### config.mk
export PLATFORM = sky130hd
export DESIGN_NAME = apb4_reg_bridge
export DESIGN_NICKNAME = d
export VERILOG_FILES = /design/src/rtl/apb_pkg.sv /design/src/rtl/apb_addr_decode.sv /design/src/rtl/apb4_reg_bridge.sv
export SDC_FILE = /design/constraint.sdc
export NUM_CORES = 1
export LEC_CHECK = 0
export BUFFER_PORTS_ARGS = -buffer_cell sky130_fd_sc_hd__buf_2
export CORE_UTILIZATION = 40
export CTS_BUF_LIST = sky130_fd_sc_hd__clkbuf_8
export CTS_CLUSTER_DIAMETER = 100
export CTS_CLUSTER_SIZE = 14
export DETAILED_ROUTE_END_ITERATION = 7
export HOLD_SLACK_MARGIN = 0.06
export PLACE_DENSITY = 0.73
export SLEW_MARGIN = 20
export SYNTH_ARGS = -nofsm -noshare
export SYNTH_HDL_FRONTEND = slang
export SYNTH_HIERARCHICAL = 1
export SYNTH_SLANG_ARGS = --single-unit
### constraint.sdc
create_clock -name clk -period 2.5 [get_ports clk]
set_input_delay 0.75 -clock clk [delete_from_list [all_inputs] [get_ports clk]]
set_output_delay 0.75 -clock clk [all_outputs]
set_load 0.05 [all_outputs]
### src/rtl/apb_pkg.sv
// Shared definitions for the APB4 register bridge: the FSM state type,
// the wait-counter limits and a helper for sizing the register index.
package apb_pkg;

    typedef enum logic [1:0] {
        ST_IDLE = 2'd0,
        ST_WAIT = 2'd1,
        ST_RESP = 2'd2
    } state_t;

    localparam int WAIT_CYCLES_MAX = 15;
    localparam int CNT_W           = 4;

    // A bank of one register still needs a 1-bit index port.
    function automatic int idx_width(input int n);
        return (n <= 1) ? 1 : $clog2(n);
    endfunction

endpackage

### src/rtl/apb_addr_decode.sv
// Combinational decode of a captured APB address: range, alignment and
// read-only checks, plus the word index presented to the register bank.
module apb_addr_decode
    import apb_pkg::*;
#(
    parameter int                    ADDR_W   = 12,
    parameter int                    DATA_W   = 32,
    parameter int                    NUM_REGS = 8,
    parameter logic [NUM_REGS-1:0]   RO_MASK  = '0,
    parameter int                    IDX_W    = idx_width(NUM_REGS)
) (
    input  logic [ADDR_W-1:0] addr,
    input  logic              write,
    output logic              err,
    output logic [IDX_W-1:0]  idx
);

    localparam int          BYTES    = DATA_W / 8;
    localparam int          LSB      = $clog2(BYTES);
    localparam logic [63:0] LIMIT    = 64'(NUM_REGS * BYTES);
    localparam logic [ADDR_W-1:0] LSB_MASK = ADDR_W'(BYTES - 1);

    logic                in_range;
    logic                aligned;
    logic                valid;
    logic                ro_hit;
    logic [NUM_REGS-1:0] ro_bits;

    assign in_range = 64'(addr) < LIMIT;
    assign aligned  = (addr & LSB_MASK) == '0;
    assign valid    = in_range && aligned;
    assign idx      = IDX_W'(addr >> LSB);

    // Only consulted when the address is valid, so idx is always in range here.
    assign ro_bits  = RO_MASK >> idx;
    assign ro_hit   = valid && write && ro_bits[0];
    assign err      = !valid || ro_hit;

endmodule

### src/rtl/apb4_reg_bridge.sv
// APB4 slave that turns transfers into single-cycle strobes on a simple
// register bank, with programmable wait states and an error counter.
module apb4_reg_bridge
    import apb_pkg::*;
#(
    parameter int                    ADDR_W      = 12,
    parameter int                    DATA_W      = 32,
    parameter int                    NUM_REGS    = 8,
    parameter int                    WAIT_CYCLES = 2,
    parameter logic [NUM_REGS-1:0]   RO_MASK     = '0,
    localparam int                   IDX_W       = idx_width(NUM_REGS),
    localparam int                   STRB_W      = DATA_W / 8
) (
    input  logic              clk,
    input  logic              rst_n,
    input  logic              PSEL,
    input  logic              PENABLE,
    input  logic              PWRITE,
    input  logic [ADDR_W-1:0] PADDR,
    input  logic [DATA_W-1:0] PWDATA,
    input  logic [STRB_W-1:0] PSTRB,
    output logic              PREADY,
    output logic              PSLVERR,
    output logic [DATA_W-1:0] PRDATA,
    output logic              reg_wr_en,
    output logic              reg_rd_en,
    output logic [IDX_W-1:0]  reg_idx,
    output logic [DATA_W-1:0] reg_wdata,
    output logic [STRB_W-1:0] reg_wstrb,
    input  logic [DATA_W-1:0] reg_rdata,
    output logic [7:0]        err_cnt
);

    localparam logic [CNT_W-1:0] WAIT_LOAD =
        CNT_W'((WAIT_CYCLES > WAIT_CYCLES_MAX) ? WAIT_CYCLES_MAX : WAIT_CYCLES);

    state_t             state_reg,   state_next;
    logic [CNT_W-1:0]   cnt_reg,     cnt_next;
    logic [ADDR_W-1:0]  addr_reg,    addr_next;
    logic               write_reg,   write_next;
    logic [DATA_W-1:0]  wdata_reg,   wdata_next;
    logic [STRB_W-1:0]  strb_reg,    strb_next;
    logic [7:0]         err_cnt_reg, err_cnt_next;

    logic               capture;
    logic               in_resp;
    logic               dec_err;
    logic [IDX_W-1:0]   dec_idx;

    apb_addr_decode #(
        .ADDR_W   (ADDR_W),
        .DATA_W   (DATA_W),
        .NUM_REGS (NUM_REGS),
        .RO_MASK  (RO_MASK),
        .IDX_W    (IDX_W)
    ) u_decode (
        .addr  (addr_reg),
        .write (write_reg),
        .err   (dec_err),
        .idx   (dec_idx)
    );

    always_ff @(posedge clk or negedge rst_n) begin
        if (!rst_n) begin
            state_reg   <= ST_IDLE;
            cnt_reg     <= '0;
            addr_reg    <= '0;
            write_reg   <= 1'b0;
            wdata_reg   <= '0;
            strb_reg    <= '0;
            err_cnt_reg <= '0;
        end else begin
            state_reg   <= state_next;
            cnt_reg     <= cnt_next;
            addr_reg    <= addr_next;
            write_reg   <= write_next;
            wdata_reg   <= wdata_next;
            strb_reg    <= strb_next;
            err_cnt_reg <= err_cnt_next;
        end
    end

    always_comb begin
        state_next   = state_reg;
        cnt_next     = cnt_reg;
        addr_next    = addr_reg;
        write_next   = write_reg;
        wdata_next   = wdata_reg;
        strb_next    = strb_reg;
        err_cnt_next = err_cnt_reg;
        capture      = 1'b0;

        case (state_reg)
            ST_IDLE: begin
                if (PSEL && !PENABLE) begin
                    state_next = ST_WAIT;
                    capture    = 1'b1;
                end
            end
            ST_WAIT: begin
                // Losing PSEL mid-transfer is a master abort: drop it silently.
                if (!PSEL) begin
                    state_next = ST_IDLE;
                end else if (PENABLE) begin
                    if (cnt_reg != '0) begin
                        cnt_next = cnt_reg - 1'b1;
                    end else begin
                        state_next = ST_RESP;
                    end
                end
            end
            ST_RESP: begin
                if (PSEL && !PENABLE) begin
                    state_next = ST_WAIT;
                    capture    = 1'b1;
                end else begin
                    state_next = ST_IDLE;
                end
                if (dec_err && (err_cnt_reg != 8'hFF)) begin
                    err_cnt_next = err_cnt_reg + 8'd1;
                end
            end
            default: begin
                state_next = ST_IDLE;
            end
        endcase

        if (capture) begin
            addr_next  = PADDR;
            write_next = PWRITE;
            wdata_next = PWDATA;
            strb_next  = PSTRB;
            cnt_next   = WAIT_LOAD;
        end
    end

    assign in_resp   = (state_reg == ST_RESP);
    assign PREADY    = in_resp;
    assign PSLVERR   = in_resp && dec_err;
    assign reg_wr_en = in_resp && write_reg && !dec_err;
    assign reg_rd_en = in_resp && !write_reg && !dec_err;
    assign PRDATA    = reg_rd_en ? reg_rdata : '0;
    assign reg_idx   = dec_idx;
    assign reg_wdata = wdata_reg;
    assign reg_wstrb = strb_reg;
    assign err_cnt   = err_cnt_reg;

endmodule
==> results.txt <==
post-route cell area: 4425 µm²
Die X: 89.79 µm
number of diodes: 0
CP Class: register to primary output
Worst setup EP type: primary output
Vias/cell: 4.703
Worst setup SP type: register
H-tree levels: 3
First DRT Iteration DRCs: 53
synth top area cells: dfrtp_1 (51%), mux2_4 (23%), and2_1 (6.5%), buf_12 (3.2%), ha_1 (1.2%)
cell count after synthesis: 220
Worst-path clk slew: 0.07 ns
largest net degree at the start of global routing: 64
Static Leak: 0.002368 µW
number of global-route vias before repair: 2358
most frequent cell after synthesis: dfrtp_1
I/O pins: 168
Final Hold Fails: 0
Synth Warn #: 6
initial antenna violation count: 0
worst-path cell chain: nor4_2 > nand3_1 > nor3b_2 > buf_12 > and2_2 > buf_6
antenna viol nets, final: 0
DR vias: 2342
maximum VDD drop: 0.4909 mV
Area Growth Syn to Fin: 43.55%
kind of cell adding the most delay to the critical path: simple AND/OR/NAND/NOR gates
routed wl met2: 3810 µm
routability cong.: 0.8226
Critical Path RT: 1.75 ns
GRT Overall Usage: 18.68%
CORE AREA: 7370 µm²
Crit-path slowest cell: dfrtp_1
failing checks: setup timing
Pwr Total: 3201 µW
TritonCTS clock tree: yes
area of the die: 8062 µm²
cell taking the most area after synthesis: dfrtp_1
Placement Rows: 31
synthesized net count: 308
top cell type's share of synthesized area: 51.14%
RSZ-0062 raised after global routing: true
Final WS setup: -0.1826 ns
CTS Buffer Depth: 2
final setup vio count: 33
sequential-to-total area share from yosys stat: 51.14%
# DRC: 0
Port Buffers: 167
number of fill cells: 594
ys flop type: dfrtp_1
Hold Path Class: input port to asynchronous set/reset pin
height of the chip: 89.79 µm
TritonCTS Sinks: 63
synthesized area per cell: 14.01 µm²
Post-synth EDFFs: 0
max-slew violation count: 0
Pre-antenna DRT Iters: 4
synth unique cells: 39
Max stage delay on crit path: 0.39 ns
crit-path max FO: 33
crit path DAT: 1.93 ns
minimum clock period: 2.683 ns
first-pass GRT wire length: 11720 µm
clk_skew: 0.005804 ns
Initial Util: 41.83%
Critical path buffers and inverters: 2
max FFs per register: 32
post-synthesis register bit count: 63
max-cap violations: 0
Slew headroom: 63.30%
DP HPWL: 5351 µm
ratio of cells with drive above 1 in the final layout: 70.18%
clk root buf: clkbuf_8
status: complete, but fails checks
Fmax: 0.3728 GHz
routed wire length: 7297 µm
Clock Latency Late Sink: 0.33 ns
TritonCTS buffer count: 9
Post-DP Area: 4025 µm²
Async SR Flop Fraction: 100.0%
WL met3: 512 µm
Final nets: 482
M1 wire length: 2809 µm
Post-synth top cells: dfrtp_1 (63), mux2_4 (48), and2_1 (32)
uppermost layer routed: met4
Post-Syn Area: 3083 µm²
routed length per instance: 14.65 µm
pwr/cell area: 723.3 nW/µm²
Tcrit/Tclk final: 107.3%
Slew @ Worst Pin: 0.5494 ns
GRT Residual Overflow: 0
## where the power goes
part / total [µW] / switching, µW / internal [µW]
combinational: 1130 / 721 / 412
clock: 741 / 392 / 350
sequential: 1330 / 120 / 1210
## layer usage
| layer | track usage [%] | vias up |
|---|---|---|
| met1 | 20.15 | 1114 |
| li1 | - | 1109 |
| met4 | 7.377 | 0 |
| met2 | 33.14 | 105 |
| met3 | 6.768 | 14 |
| met5 | 0 | - |
## cells by family after synthesis
kind of cell	share of synthesized area [%]
AO/OA/AOI/OAI	2.801
XOR/XNOR	0.8524
adder cells (fa/ha/maj)	1.218
buffers and inverters	5.357
flip-flops	51.14
multiplexers	24.80
AND/OR/NAND/NOR	13.84
## cell type report
class	count	area [µm²]	share of cell area [%]
Clock buffer	9	123.9	2.799
Clock inverter	7	40.04	0.9047
Inverter	5	18.77	0.4241
Multi-Input combinational cell	140	1389	31.38
Sequential cell	63	1577	35.62
Tap cell	99	123.9	2.799
Timing Repair Buffer	175	1154	26.07
## through the flow
step | util (%) | setup slack (ns) | setup TNS [ns] | std cells | hold WS [ns]
5_1_grt | 60.05 | -0.3451 | -10.88 | 498 | 0.4218
6_report | 60.05 | -0.1826 | -5.512 | 498 | 0.4171
3_5_place_dp | 54.62 | 0.006508 | 0 | 481 | 0.4864
2_1_floorplan | - | 0.04913 | 0 | 220 | 0.4544
3_3_place_gp | 54.62 | -0.0006960 | -0.0007572 | 481 | 0.4875
4_1_cts | 59.86 | -0.2137 | -6.680 | 498 | 0.4284
## layout by cell type (no fill, tap or decap), types with 3 or more instances in the layout
master,instances
a21oi_1,4
and2_2,29
buf_12,3
buf_2,133
buf_4,5
buf_6,32
clkbuf_8,9
clkinv_2,5
dfrtp_1,63
ha_1,3
inv_1,4
mux2_2,3
mux2_4,48
nand2_1,6
nand3_1,4
nor2_1,4
nor3_1,3
o21ai_0,4
or3_1,3
## what timing repair did
action,4_1_cts,5_1_grt
gates resized for setup,68,5
setup endpoints to repair,35,35
pin swaps,1,0
hold buffers,0,0
hold endpoints to repair,0,0
buffers inserted,1,0
## path summary, 6_finish.rpt
check                           slack (ns)  cells after the start         from             to
worst min register to register        0.51                      1  addr_reg[2]    addr_reg[2]
min in group clk                      0.51                      1  addr_reg[2]    addr_reg[2]
worst max register to register        0.52                      8  addr_reg[8]     err_cnt[1]
max in group asynchronous             1.81                      2        rst_n     cnt_reg[1]
worst max-delay path                 -0.18                      6  addr_reg[8]     PRDATA[19]
worst min-delay path                  0.42                      2        rst_n  reg_wdata[18]
Power figures use the tool's default switching activity.
